$ cat config.mk
export PLATFORM = sky130hd
export DESIGN_NAME = divisor_secuencial_flat
export DESIGN_NICKNAME = d
export VERILOG_FILES = /design/src/rtl/div_pkg.sv /design/src/rtl/divisor_secuencial_if.sv /design/src/rtl/div_paso.sv /design/src/rtl/divisor_secuencial.sv /design/src/flat_wrapper.sv
export SDC_FILE = /design/constraint.sdc
export NUM_CORES = 1
export LEC_CHECK = 0
export CAP_MARGIN = 5
export CORE_MARGIN = 5
export CORE_UTILIZATION = 40
export DETAILED_ROUTE_END_ITERATION = 8
export PLACE_DENSITY = 0.74
export SLEW_MARGIN = 20
export SYNTH_ARGS = -nofsm -noshare
export SYNTH_HDL_FRONTEND = slang
export SYNTH_SLANG_ARGS = --single-unit
$ cat constraint.sdc
create_clock -name Clock -period 5.8 [get_ports Clock]
set_clock_uncertainty 0.1 [all_clocks]
set_input_delay 1.74 -clock Clock [delete_from_list [all_inputs] [get_ports Clock]]
set_output_delay 1.74 -clock Clock [all_outputs]
set_load 0.03 [all_outputs]
$ cat src/rtl/div_pkg.sv
// Shared types and helpers for the sequential restoring divider.
package div_pkg;

  localparam int unsigned W_DEF = 8;

  typedef enum logic [1:0] {
    IDLE = 2'd0,
    CALC = 2'd1,
    DONE = 2'd2
  } state_e;

  // Step counter width; never narrower than one bit.
  function automatic int unsigned cnt_w(input int unsigned w);
    return (w <= 2) ? 1 : $clog2(w);
  endfunction

endpackage

$ cat src/rtl/divisor_secuencial_if.sv
// Start/Ready handshake, operands and results of the sequential divider.
interface divisor_secuencial_if #(
  parameter int unsigned W = div_pkg::W_DEF
);
  logic         Start;
  logic [W-1:0] Dividendo;
  logic [W-1:0] Divisor;
  logic [W-1:0] Cociente;
  logic [W-1:0] Residuo;
  logic         Ready;
  logic         DivCero;

  modport master (
    output Start, Dividendo, Divisor,
    input  Cociente, Residuo, Ready, DivCero
  );

  modport slave (
    input  Start, Dividendo, Divisor,
    output Cociente, Residuo, Ready, DivCero
  );
endinterface

$ cat src/rtl/div_paso.sv
// One restoring division step: shift in the next dividend bit, trial-subtract D.
module div_paso #(
  parameter int unsigned W = 8
) (
  input  logic [W:0]   r,
  input  logic         q_msb,
  input  logic [W-1:0] d,
  output logic [W:0]   r_next,
  output logic         q_bit
);
  logic [W:0] t;
  logic [W:0] d_ext;
  logic       unused_r_msb;

  // Partial remainder stays below D, so its top bit never reaches the shift.
  assign unused_r_msb = r[W];
  assign t            = {r[W-1:0], q_msb};
  assign d_ext        = {1'b0, d};
  assign q_bit        = (t >= d_ext);
  assign r_next       = q_bit ? (t - d_ext) : t;
endmodule

$ cat src/rtl/divisor_secuencial.sv
// Sequential restoring unsigned divider, one quotient bit per clock, Start/Ready handshake.
module divisor_secuencial
  import div_pkg::*;
#(
  parameter int unsigned W = W_DEF
) (
  input  logic Clock,
  input  logic Reset,
  divisor_secuencial_if.slave bus
);
  localparam int unsigned   CW       = cnt_w(W);
  localparam logic [CW-1:0] CNT_LAST = CW'(W - 1);

  state_e        state_q, state_d;
  logic [W-1:0]  q_q, q_d;
  logic [W-1:0]  d_q, d_d;
  logic [W:0]    r_q, r_d;
  logic [CW-1:0] cnt_q, cnt_d;
  logic [W-1:0]  cociente_q, cociente_d;
  logic [W-1:0]  residuo_q, residuo_d;
  logic          ready_q, ready_d;
  logic          divcero_q, divcero_d;

  logic [W:0]    r_nxt;
  logic          q_bit;

  div_paso #(.W(W)) u_paso (
    .r      (r_q),
    .q_msb  (q_q[W-1]),
    .d      (d_q),
    .r_next (r_nxt),
    .q_bit  (q_bit)
  );

  always_ff @(posedge Clock or negedge Reset) begin
    if (!Reset) begin
      state_q    <= IDLE;
      q_q        <= '0;
      d_q        <= '0;
      r_q        <= '0;
      cnt_q      <= '0;
      cociente_q <= '0;
      residuo_q  <= '0;
      ready_q    <= 1'b0;
      divcero_q  <= 1'b0;
    end else begin
      state_q    <= state_d;
      q_q        <= q_d;
      d_q        <= d_d;
      r_q        <= r_d;
      cnt_q      <= cnt_d;
      cociente_q <= cociente_d;
      residuo_q  <= residuo_d;
      ready_q    <= ready_d;
      divcero_q  <= divcero_d;
    end
  end

  always_comb begin
    state_d    = state_q;
    q_d        = q_q;
    d_d        = d_q;
    r_d        = r_q;
    cnt_d      = cnt_q;
    cociente_d = cociente_q;
    residuo_d  = residuo_q;
    ready_d    = ready_q;
    divcero_d  = divcero_q;

    unique case (state_q)
      IDLE, DONE: begin
        if (bus.Start) begin
          q_d     = bus.Dividendo;
          d_d     = bus.Divisor;
          r_d     = '0;
          cnt_d   = '0;
          ready_d = 1'b0;
          state_d = CALC;
        end
      end
      CALC: begin
        // A zero divisor resolves on the first CALC edge with the saturated result.
        if (d_q == '0) begin
          cociente_d = '1;
          residuo_d  = q_q;
          divcero_d  = 1'b1;
          ready_d    = 1'b1;
          state_d    = DONE;
        end else begin
          r_d = r_nxt;
          q_d = {q_q[W-2:0], q_bit};
          if (cnt_q == CNT_LAST) begin
            cociente_d = {q_q[W-2:0], q_bit};
            residuo_d  = r_nxt[W-1:0];
            divcero_d  = 1'b0;
            ready_d    = 1'b1;
            state_d    = DONE;
          end else begin
            cnt_d = cnt_q + 1'b1;
          end
        end
      end
      default: state_d = IDLE;
    endcase
  end

  assign bus.Cociente = cociente_q;
  assign bus.Residuo  = residuo_q;
  assign bus.Ready    = ready_q;
  assign bus.DivCero  = divcero_q;
endmodule

$ cat src/flat_wrapper.sv
// flat-port wrapper written by rule: the top's interface ports become plain ports
module divisor_secuencial_flat import div_pkg::*;
#(
  parameter int unsigned W = W_DEF
)
  (Clock, Reset, bus_Start, bus_Dividendo, bus_Divisor, bus_Cociente, bus_Residuo, bus_Ready, bus_DivCero);
  divisor_secuencial_if #(.W(W)) bus_i ();
  input  logic Clock;
  input  logic Reset;
  input wire logic [$bits(bus_i.Start)-1:0] bus_Start;
  input wire logic [$bits(bus_i.Dividendo)-1:0] bus_Dividendo;
  input wire logic [$bits(bus_i.Divisor)-1:0] bus_Divisor;
  output wire logic [$bits(bus_i.Cociente)-1:0] bus_Cociente;
  output wire logic [$bits(bus_i.Residuo)-1:0] bus_Residuo;
  output wire logic [$bits(bus_i.Ready)-1:0] bus_Ready;
  output wire logic [$bits(bus_i.DivCero)-1:0] bus_DivCero;
  assign bus_i.Start = bus_Start;
  assign bus_i.Dividendo = bus_Dividendo;
  assign bus_i.Divisor = bus_Divisor;
  assign bus_Cociente = bus_i.Cociente;
  assign bus_Residuo = bus_i.Residuo;
  assign bus_Ready = bus_i.Ready;
  assign bus_DivCero = bus_i.DivCero;
  divisor_secuencial #(.W(W)) u_core (.Clock(Clock), .Reset(Reset), .bus(bus_i));
endmodule
# After elaboration in Yosys (flattened, before gate mapping)
# Index checks and enable logic that the tools add are counted.
# totals
inputBits	19
elab_cells	55
out_inout_bits	18
ff_bits	47
# op_classes
n_reduce_logical	11
add_sub_neg	2
n_lt_le_gt_ge	1
mux	25
n_eq_ne	7
# op_table
cell	n
2-to-1 mux 8 bit	9
case mux 8 bit (2 select lines)	2
greater-or-equal comparator 9 x 8 -> 1 bit	1
2-to-1 mux 3 bit	3
logical NOT 8 bit	1
subtractor 8 bit	1
2-to-1 mux 2 bit	3
inequality test 2 bit (second input constant)	3
case mux 3 bit (2 select lines)	1
AND reduction 2 bit	3
AND reduction 3 bit	2
2-to-1 mux 1 bit	5
case mux 2 bit (2 select lines)	1
AND reduction 4 bit	1
nonzero test 2 bit	2
adder 3 x 1 -> 3 bit (second input constant)	1
equality test 3 bit (second input constant)	1
inequality test 3 x 1 -> 1 bit (second input constant)	1
equality test 2 x 1 -> 1 bit (second input constant)	1
equality test 2 bit (second input constant)	1
logical NOT 2 bit	1
case mux 1 bit (2 select lines)	1
OR reduction 2 bit	1

# Depth between registers and ports, before layout
# depth
ltp_word	4
mapped_depth	10
mapped_depth_nobuf	10

# Cells and area by module
# Synthesis repeated with hierarchy kept, for this count alone.
# unflattened
hier_cells	329
area_unflattened_um2	2929.1
# modules_own_cells
mod	area_per_inst_um2	seq_area_each_um2	cells_each	instances
divisor_secuencial	2382.3	1201.2	253	1
div_paso	546.8	0.0	76	1

# Worst setup path before layout
# Ideal clock, no wire load.
# synth_path
kind	input port to flip-flop
start	input bus_Start
end	register u_core.d_q[0]
slack_ns	3.057
required_ns	5.575
cell_stages	3
setup_time_ns	0.125
arrival_ns	2.518
n_path_buf	1
path_cell_list	nand2b_1 -> clkbuf_1 -> mux2_2
# synth_via
elab_chain_len	1
# synth_rtl
item	line	rtl
start: declaration	flat_wrapper.sv:10	input wire logic [$bits(bus_i.Start)-1:0] bus_Start;
AND reduction 2 bit (no source line)	-	
end signal: assignment	divisor_secuencial.sv:39	d_q <= '0;
end signal: assignment	divisor_secuencial.sv:49	d_q <= d_d;
end: declaration	divisor_secuencial.sv:16	logic [W-1:0] d_q, d_d;
# No other way between the ends.
# A chain may end at the register's enable or synchronous reset.

# Worst setup path in the final report
# layout_path
start	input bus_Start
end	register u_core.q_q[4]
# layout_via
elab_chain_len	2
# layout_rtl
item	line	rtl
inequality test 2 bit (no source line)	-	
AND reduction 3 bit (no source line)	-	
end signal: assignment	divisor_secuencial.sv:48	q_q <= q_d;
end: declaration	divisor_secuencial.sv:15	logic [W-1:0] q_q, q_d;
# No other way between the ends.

==> reports/qor.csv <==
stage,metric,value,unit
clocking,cts_resized,0,
route,wire_per_inst,14.3,um
clocking,cts_buffer_depth,2,
floorplanning,rows,28,
timing,hold_viol_final,0,
synthesis,yosysTopAreaCellShare,48.9,%
synthesis,synth_top_cells_by_area,"dfrtp_1, ha_1, nand2_1",
critical_path,slowest_delay,0.64,ns
synthesis,synth_area_per_cell,10.4,um^2
floorplanning,core_area,0.00589,mm^2
clocking,numCtsBuffers,5,
synthesis,synth_nets,262,
final_layout,n_antenna_cell,0,
critical_path,critPathMaxFanout,22,
synthesis,synth_edf_count,0,
grt,gr-total-overflow,0,
timing,setup_viol,0,
synthesis,synth_top_flop_cell,dfrtp_1,
clocking,clk_latency,0.29,ns
critical_path,cp-end-kind,register,
floorplanning,dieArea,0.00767,mm^2
route,drc,0,
route,via_per_inst,5.29,
power,power_density,687,mW/mm^2
synthesis,synth_async_sr_flop_share,100,%
synthesis,yosysSeqAreaShare,48.9,%
clocking,cts_root_buffer,clkbuf_8,
final_layout,final_layout_size_suffix_gt1_share,10.9,%
placement,port_buffers,36,
timing,max_slew_margin,39.7,%
placement,placed_area,0.00280,mm^2
critical_path,path_cells,clkdlybuf4s50_1 > nand2b_1 > nand2_1 > nor2_1 > a31oi_1,
timing,fin_crit,3.50,ns
timing,period_share,60.4,%
synthesis,yosys_register_bits,47,
timing,drv_slew,0,
route,ant_nets,0,
final_layout,finalNetCount,296,
synthesis,ys_types,42,
floorplanning,fp.dieH,87.6,um
clocking,ctsHoldBuffers,0,
grt,grt_pass1_wl,8490,um
clocking,clk_pin_slew,0.08,ns
critical_path,arrival,3.56,ns
power,p_leak,0.00126,uW
synthesis,netlist_area,0.00241,mm^2
final_layout,final_common_cell,dfrtp_1,
timing,rsz0062_at_grt,no,
final_layout,final_cell_area,0.00290,mm^2
placement,place.gp.congestion,0.790,
status,status,finished clean,
grt,grt_usage,13.9,%
grt,grt_max_degree,48,
run,drv_cap,0,
grt,antenna_found_initial,0,
timing,clock.fmax,286,MHz
critical_path,critPathTopFamily,simple AND/OR/NAND/NOR gates,
clocking,cts_setup_buffers,0,
critical_path,critPathSlowestCell,nand2b_1,
floorplanning,start_util,40.9,%
synthesis,yosysTopAreaCell,dfrtp_1,
clocking,htree_levels,2,
route,drt_iter0_drc,115,
route,firstDrtPassIters,4,
power,peakVddDrop,0.295,mV
min_path,hold_class,register to register,
synthesis,yosys_warnings,0,
route,wl,4880,um
final_layout,utilization,49.2,%
critical_path,required,5.86,ns
clocking,cts_tree,yes,
floorplanning,die_w,87.6,um
clocking,cts.sinks,47,
critical_path,crit_type,primary input to register,
timing,worstMarginPinSlew,0.904,ns
synthesis,syn_inst,232,
final_layout,areaGrowthSynthToFinish,20.4,%
placement,hpwl,3700,um
floorplanning,ios,37,
critical_path,cp-start-kind,primary input,
grt,grt_pass1_vias,1786,
route,vias,1808,
timing,final.setup.tns,0,ns
final_layout,mostFrequentLayoutCells,"dfrtp_1, clkdlybuf4s50_1, nand2_1, nor2_1",
critical_path,cp.buffers_inverters,1,
==> cell usage after synthesis (3+ instances only) <==
cell       n
a21oi_2    3
a31oi_1    7
a21o_1     3
buf_6      3
dfrtp_1   47
mux2_2     8
o22a_1     7
mux2i_1    6
o21a_1     3
nor2_1    14
xor2_1     3
nand3_1   10
a21oi_1   13
clkbuf_1   3
o22ai_1    8
ha_1      10
inv_1     13
nand2_1   25
o21ai_0   13
==> layout make-up <==
| class | count | area (um^2) |
|---|---|---|
| inverter | 13 | 48.8 |
| sequential | 47 | 1180 |
| multi-input combinational | 162 | 1110 |
| clock buffer | 8 | 100 |
| fill | 557 | 2990 |
| tap | 75 | 93.8 |
| timing repair buffer | 37 | 365 |
==> state kept, by name (all words and copies together) (netlist names) <==
| register | cells |
|---|---|
| u_core.d_q | 8 |
| u_core.cnt_q | 3 |
| u_core.bus.DivCero | 1 |
| u_core.state_q | 2 |
| u_core.r_q | 8 |
| u_core.bus.Ready | 1 |
| u_core.q_q | 8 |
| u_core.bus.Residuo | 8 |
| u_core.bus.Cociente | 8 |
==> metrics by stage <==
stage               power, uW  hold slack [ns]  instances  setup slack (ns)
floorplan                1500            0.363        232              3.06
global placement         1760            0.366        334              2.01
detailed placement       1800            0.379        334              1.97
CTS                      2020            0.398        342              2.27
global route             2170            0.427        342              2.06
finish                   1990            0.392        342              2.30
==> report_power, final <==
group | switching [uW] | internal (uW)
registers | 126 | 492
logic | 650 | 512
clock network | 102 | 109
total | 878 | 1110
==> kinds of logic after synthesis <==
kind of cell | Yosys count | share of synthesized area, %
flip-flops | 47 | 48.9
adder cells (fa/ha/maj) | 11 | 6.03
XOR/XNOR | 5 | 1.82
multiplexers | 16 | 7.49
buffers and inverters | 23 | 4.84
AND/OR/NAND/NOR | 63 | 12.9
AO/OA/AOI/OAI | 67 | 18.0
==> routing by layer <==
layer,track usage [%],share of wire [%],vias up
met5,0,0,-
met4,4.18,1.1,0
met3,2.63,5.6,7
met2,22.5,48,48
met1,19.2,46,862
li1,-,-,891
==> worst paths after layout <==
path                                         startpoint                                end  slack, ns  cells after the start
max reg2reg                   u_core.d_q[3]$_DFFE_PN0P_  u_core.bus.Residuo[5]$_DFFE_PN0P_       3.21                      8
max in group asynchronous                         Reset          u_core.r_q[4]$_DFFE_PN0P_       3.87                      1
min                        u_core.bus.Ready$_DFFE_PN0P_       u_core.bus.Ready$_DFFE_PN0P_       0.39                      1
min reg2reg                u_core.bus.Ready$_DFFE_PN0P_       u_core.bus.Ready$_DFFE_PN0P_       0.39                      1
max                                           bus_Start          u_core.q_q[4]$_DFFE_PN0P_       2.30                      5
min in group asynchronous                         Reset       u_core.bus.Ready$_DFFE_PN0P_       1.34                      1
No activity file was read; power rests on OpenSTA's default activity.
